## config.mk

```make
export PLATFORM = sky130hd
export DESIGN_NAME = outpkt_cksum_insert
export DESIGN_NICKNAME = d
export VERILOG_FILES = /design/src/rtl/outpkt_cksum_insert_pkg.sv /design/src/rtl/outpkt_cksum_insert.sv
export SDC_FILE = /design/constraint.sdc
export NUM_CORES = 1
export LEC_CHECK = 0
export ABC_AREA = 1
export CELL_PAD_IN_SITES_DETAIL_PLACEMENT = 0
export CELL_PAD_IN_SITES_GLOBAL_PLACEMENT = 1
export CORE_MARGIN = 4
export CORE_UTILIZATION = 30
export DETAILED_ROUTE_END_ITERATION = 10
export MAX_ROUTING_LAYER = met4
export PLACE_DENSITY_LB_ADDON = 0.1
export SETUP_SLACK_MARGIN = 0.15
export SLEW_MARGIN = 20
export SYNTH_ARGS = -nofsm -noshare
export SYNTH_HDL_FRONTEND = slang
export SYNTH_SLANG_ARGS = --single-unit
```

## constraint.sdc

```tcl
create_clock -name CLK -period 3.55 [get_ports CLK]
set_input_delay 1.065 -clock CLK [delete_from_list [all_inputs] [get_ports CLK]]
set_output_delay 1.065 -clock CLK [all_outputs]
set_load 0.005 [all_outputs]
```

## src/rtl/outpkt_cksum_insert_pkg.sv

```systemverilog
// Shared definitions for the output-packet checksum stage: header geometry,
// checksum width, pkt_comm output packet type codes, FSM state type and the
// little-endian 16-to-32-bit pairing accumulator.
package outpkt_cksum_insert_pkg;

    localparam int HEADER_WORDS_DEF = 5;
    localparam int HEADER_BYTES     = 10;
    localparam int SUM_W            = 32;

    typedef enum logic [7:0] {
        OUTPKT_D1 = 8'hD1,
        OUTPKT_D2 = 8'hD2,
        OUTPKT_D3 = 8'hD3
    } outpkt_type_e;

    typedef enum logic [2:0] {
        S_DATA   = 3'd0,
        S_HCS_LO = 3'd1,
        S_HCS_HI = 3'd2,
        S_DCS_LO = 3'd3,
        S_DCS_HI = 3'd4
    } cks_state_e;

    // Adds one 16-bit word into a 32-bit modulo sum; the first word of each
    // pair is the low half, the second the high half.
    function automatic logic [SUM_W-1:0] cksum_acc32(
        input logic [SUM_W-1:0] sum,
        input logic             half,
        input logic [15:0]      word
    );
        logic [SUM_W-1:0] addend;
        if (half) begin
            addend = {word, 16'h0000};
        end else begin
            addend = {16'h0000, word};
        end
        return sum + addend;
    endfunction

endpackage

```

## src/rtl/outpkt_cksum_insert.sv

```systemverilog
// Output-packet checksum inserter: passes header/data words through a
// one-entry output register and injects ~sum checksums (low half first)
// after the header and after the data of every packet.
module outpkt_cksum_insert
    import outpkt_cksum_insert_pkg::*;
#(
    parameter int HEADER_WORDS = HEADER_WORDS_DEF
) (
    input  logic        CLK,
    input  logic        RST,
    input  logic [15:0] din,
    input  logic        pkt_new,
    input  logic        pkt_end,
    input  logic        wr_en,
    output logic        full,
    output logic [15:0] dout,
    input  logic        rd_en,
    output logic        empty
);

    // Counter saturates at HEADER_WORDS, which marks "now in data words".
    localparam int CNT_W = $clog2(HEADER_WORDS + 1);

    cks_state_e       r_state, w_state_nxt;
    logic [CNT_W-1:0] r_word_cnt, w_word_cnt_nxt, w_cnt_base;
    logic [SUM_W-1:0] r_sum, w_sum_nxt, w_sum_base, w_sum_acc;
    logic [SUM_W-1:0] r_cs, w_cs_nxt;
    logic             r_half, w_half_nxt, w_half_base;
    logic             r_end_pend, w_end_pend_nxt;
    logic             r_valid, w_valid_nxt;
    logic [15:0]      r_dout, w_dout_nxt;
    logic             w_load_ok, w_full, w_accept, w_hdr_last, w_is_data;

    // Next-state, output-register and accumulator logic.
    always_comb begin
        w_load_ok   = ~r_valid | rd_en;
        // pkt_new restarts counting and summing with the current word.
        w_cnt_base  = pkt_new ? {CNT_W{1'b0}} : r_word_cnt;
        w_sum_base  = pkt_new ? {SUM_W{1'b0}} : r_sum;
        w_half_base = pkt_new ? 1'b0 : r_half;
        w_sum_acc   = cksum_acc32(w_sum_base, w_half_base, din);
        w_hdr_last  = (w_cnt_base == CNT_W'(HEADER_WORDS - 1));
        w_is_data   = (w_cnt_base >= CNT_W'(HEADER_WORDS));

        w_state_nxt    = r_state;
        w_word_cnt_nxt = r_word_cnt;
        w_sum_nxt      = r_sum;
        w_cs_nxt       = r_cs;
        w_half_nxt     = r_half;
        w_end_pend_nxt = r_end_pend;
        w_dout_nxt     = r_dout;
        w_valid_nxt    = r_valid & ~rd_en;
        w_full         = 1'b1;
        w_accept       = 1'b0;

        case (r_state)
            S_DATA: begin
                w_full   = ~w_load_ok;
                w_accept = wr_en & w_load_ok;
                if (w_accept) begin
                    w_dout_nxt  = din;
                    w_valid_nxt = 1'b1;
                    w_sum_nxt   = w_sum_acc;
                    w_half_nxt  = ~w_half_base;
                    if (w_is_data) begin
                        w_word_cnt_nxt = w_cnt_base;
                    end else begin
                        w_word_cnt_nxt = w_cnt_base + CNT_W'(1);
                    end
                    if (w_hdr_last) begin
                        w_state_nxt    = S_HCS_LO;
                        w_cs_nxt       = ~w_sum_acc;
                        w_sum_nxt      = {SUM_W{1'b0}};
                        w_half_nxt     = 1'b0;
                        w_end_pend_nxt = pkt_end;
                    end else if (w_is_data && pkt_end) begin
                        w_state_nxt = S_DCS_LO;
                        w_cs_nxt    = ~w_sum_acc;
                        w_sum_nxt   = {SUM_W{1'b0}};
                        w_half_nxt  = 1'b0;
                    end else begin
                        w_state_nxt = S_DATA;
                    end
                end else begin
                    w_state_nxt = S_DATA;
                end
            end
            S_HCS_LO, S_DCS_LO: begin
                if (w_load_ok) begin
                    w_dout_nxt  = r_cs[15:0];
                    w_valid_nxt = 1'b1;
                    w_state_nxt = (r_state == S_HCS_LO) ? S_HCS_HI : S_DCS_HI;
                end else begin
                    w_state_nxt = r_state;
                end
            end
            S_HCS_HI: begin
                if (w_load_ok) begin
                    w_dout_nxt  = r_cs[31:16];
                    w_valid_nxt = 1'b1;
                    if (r_end_pend) begin
                        // Empty data section: checksum of nothing is ~0.
                        w_state_nxt    = S_DCS_LO;
                        w_cs_nxt       = {SUM_W{1'b1}};
                        w_end_pend_nxt = 1'b0;
                    end else begin
                        w_state_nxt = S_DATA;
                    end
                end else begin
                    w_state_nxt = S_HCS_HI;
                end
            end
            S_DCS_HI: begin
                if (w_load_ok) begin
                    w_dout_nxt     = r_cs[31:16];
                    w_valid_nxt    = 1'b1;
                    w_state_nxt    = S_DATA;
                    w_word_cnt_nxt = {CNT_W{1'b0}};
                end else begin
                    w_state_nxt = S_DCS_HI;
                end
            end
            default: begin
                w_state_nxt = S_DATA;
            end
        endcase
    end

    // State, counters, checksum and output register update.
    always_ff @(posedge CLK) begin
        if (RST) begin
            r_state    <= S_DATA;
            r_word_cnt <= {CNT_W{1'b0}};
            r_sum      <= {SUM_W{1'b0}};
            r_cs       <= {SUM_W{1'b0}};
            r_half     <= 1'b0;
            r_end_pend <= 1'b0;
            r_valid    <= 1'b0;
            r_dout     <= 16'h0000;
        end else begin
            r_state    <= w_state_nxt;
            r_word_cnt <= w_word_cnt_nxt;
            r_sum      <= w_sum_nxt;
            r_cs       <= w_cs_nxt;
            r_half     <= w_half_nxt;
            r_end_pend <= w_end_pend_nxt;
            r_valid    <= w_valid_nxt;
            r_dout     <= w_dout_nxt;
        end
    end

    assign full  = RST | w_full;
    assign dout  = r_dout;
    assign empty = ~r_valid;

endmodule

```

==> results.json <==
{
  "seq_area_um2": 1780,
  "grt_usage": 0.209,
  "tightest_slew_ns": 0.796,
  "grt_max_degree": 56,
  "final_nets": 1331,
  "clock-root-buffer": "clkbuf_16",
  "seq_area_frac_synth": 0.268,
  "critPathArrivalTime_ns": 2.24,
  "wl_per_cell_um": 15.7,
  "drt_wl_total_mm": 24.4,
  "num_io_pins": 40,
  "die_x_um": 157,
  "outcome": "finished clean",
  "power_density_nw_per_um2": 306,
  "grt_pass1_vias": 6819,
  "max_freq_ghz": 0.303,
  "synth-edff-count": 0,
  "final_util": 0.394,
  "clk_pin_slew_ns": 0.08,
  "period_share": 0.930,
  "layoutNonFillerInstCount": 1559,
  "drcViolationCount": 0,
  "place_inst": 1543,
  "core_um2": 21800,
  "viasPerCell": 4.48,
  "synth.avg_cell_area_um2": 5.89,
  "drt_iter0_drc": 415,
  "crit_path_end_kind": "output port",
  "skew_ns": 0.0143,
  "cts_hold_buf": 0,
  "finalSetupViolCount": 0,
  "insertion_delay_ns": 0.36,
  "cts_buffer_depth": 2,
  "slew_viol_final": 0,
  "drtPass1Iterations": 5,
  "totalPowerFinal_mw": 2.63,
  "yosysTopAreaCellShare": 0.268,
  "vias": 6988,
  "yosysWarningCount": 0,
  "ant_nets": 0,
  "syn_to_final_growth_pct": 29.5,
  "r2r_cells": 14,
  "grt_pass1_wl_mm": 38.2,
  "cts_sinks": 89,
  "crit_type": "input port to output port",
  "leakage_nw": 4.46,
  "synth-seq-cells": 89,
  "cap_violations": 0,
  "synth_top_flop_cell": "dfxtp_1",
  "critical_path_required_ns": 2.48,
  "rsz0062_at_grt": "true",
  "yosysMostFrequentCell": "nand2_1",
  "hp-class": "flip-flop to flip-flop",
  "start_util": 0.304,
  "syn_inst": 1128,
  "htree_levels": 3,
  "routabilityCongestion": 0.877,
  "syn_area_um2": 6640,
  "synth_common_cells": "nand2_1 (334), inv_1 (234), nor2_1 (120)",
  "synthDistinctLibCells": 41,
  "die_area_um2": 24600,
  "fillers": 2422,
  "dp_hpwl_mm": 20.1,
  "final.setup.tns_ns": 0,
  "rows": 54,
  "worst_setup_path_start_kind": "input port",
  "die_y_um": 157,
  "relSlewSlack": 0.469,
  "antenna_found_initial": 0,
  "antenna_cells": 0,
  "synthArstFlopShare": 0,
  "min_path_cells": 2,
  "multi_input_area_um2": 3830,
  "port_buffers": 39,
  "path_max_fanout": 2,
  "drive_above_1_share": 0.149,
  "min_period_ns": 3.30,
  "overflow": 0,
  "ir_worst_vdd_mv": 0.191,
  "synth_area_leader_cell": "dfxtp_1",
  "cts_tree": "yes",
  "syn-num-nets": 1185,
  "netlist_top_cells_area": "dfxtp_1 (27%), nand2_1 (19%), inv_1 (13%), a21oi_1 (7.3%), nor2_1 (6.8%)",
  "finalHoldViolCount": 0,
  "cts_buffers": 9
}
critical path, cell delays in order:
cell	delay (ns)
clkdlybuf4s50_1	0.41
nor2_2	0.13
inv_1	0.07
nand3_1	0.07
clkdlybuf4s50_1	0.49
placed cells by master (no fill, tap or decap), types with 8 or more instances in the layout:
cell / instances
nand3_1: 63
o22ai_1: 11
clkdlybuf4s50_1: 37
a22oi_1: 8
a21oi_2: 11
clkbuf_16: 9
nor2_1: 116
inv_1: 234
ha_1: 34
nand2_1: 334
dfxtp_1: 89
o21ai_0: 23
buf_4: 122
a21oi_1: 96
power by group:
part | total [mW] | internal (mW) | switching, mW
clock | 0.982 | 0.495 | 0.488
sequential | 1.05 | 1.04 | 0.0180
combinational | 0.591 | 0.260 | 0.331
sequential cells by signal, indices dropped and copies added, names as in the netlist:
| signal | cells |
|---|---|
| r_state | 3 |
| r_word_cnt | 3 |
| r_valid | 1 |
| r_sum | 32 |
| r_half | 1 |
| dout | 16 |
| r_end_pend | 1 |
| r_cs | 32 |
cell type report:
cell class / count / share of cell area
multi-input combinational: 766 / 0.446
sequential: 89 / 0.207
tap: 280 / 0.0408
timing repair buffer: 168 / 0.167
clock inverter: 7 / 0.00800
inverter: 240 / 0.105
clock buffer: 9 / 0.0262
layer usage:
metal | global-route usage | share of wire | vias to the layer above
li1 | - | - | 3747
met1 | 0.296 | 0.52 | 3113
met2 | 0.324 | 0.43 | 110
met3 | 0.0230 | 0.032 | 18
met4 | 0.0405 | 0.012 | 0
met5 | - | 0 | -
kinds of logic after synthesis:
group | count (synthesis) | share of synthesized area
DFF | 89 | 0.268
xor gates and xnor gates | 14 | 0.0185
AOI/OAI and AO/OA | 165 | 0.141
adders and majority gates | 35 | 0.0671
and+or+nand+nor | 552 | 0.342
buffers and inverters | 273 | 0.163
through the flow:
step	setup WS [ns]	cell area [um^2]	hold slack, ns
floorplan	0.359	6640	0.439
global placement	-0.246	8240	0.451
detailed placement	-0.227	8240	0.455
CTS	0.150	8550	0.468
global route	0.144	8600	0.481
finish	0.247	8600	0.464
final timing paths:
kind	from	endpoint	slack, ns
max	rd_en	full	0.25
min	r_end_pend	r_end_pend	0.46
max reg2reg	r_half	r_sum[25]	1.05
min reg2reg	r_end_pend	r_end_pend	0.46
timing repair:
action	CTS	global route
gates resized for setup	2	12
buffers inserted	0	0
endpoints found under the setup margin	2	42
pin swaps	0	1
No activity file was read; power rests on OpenSTA's default activity.
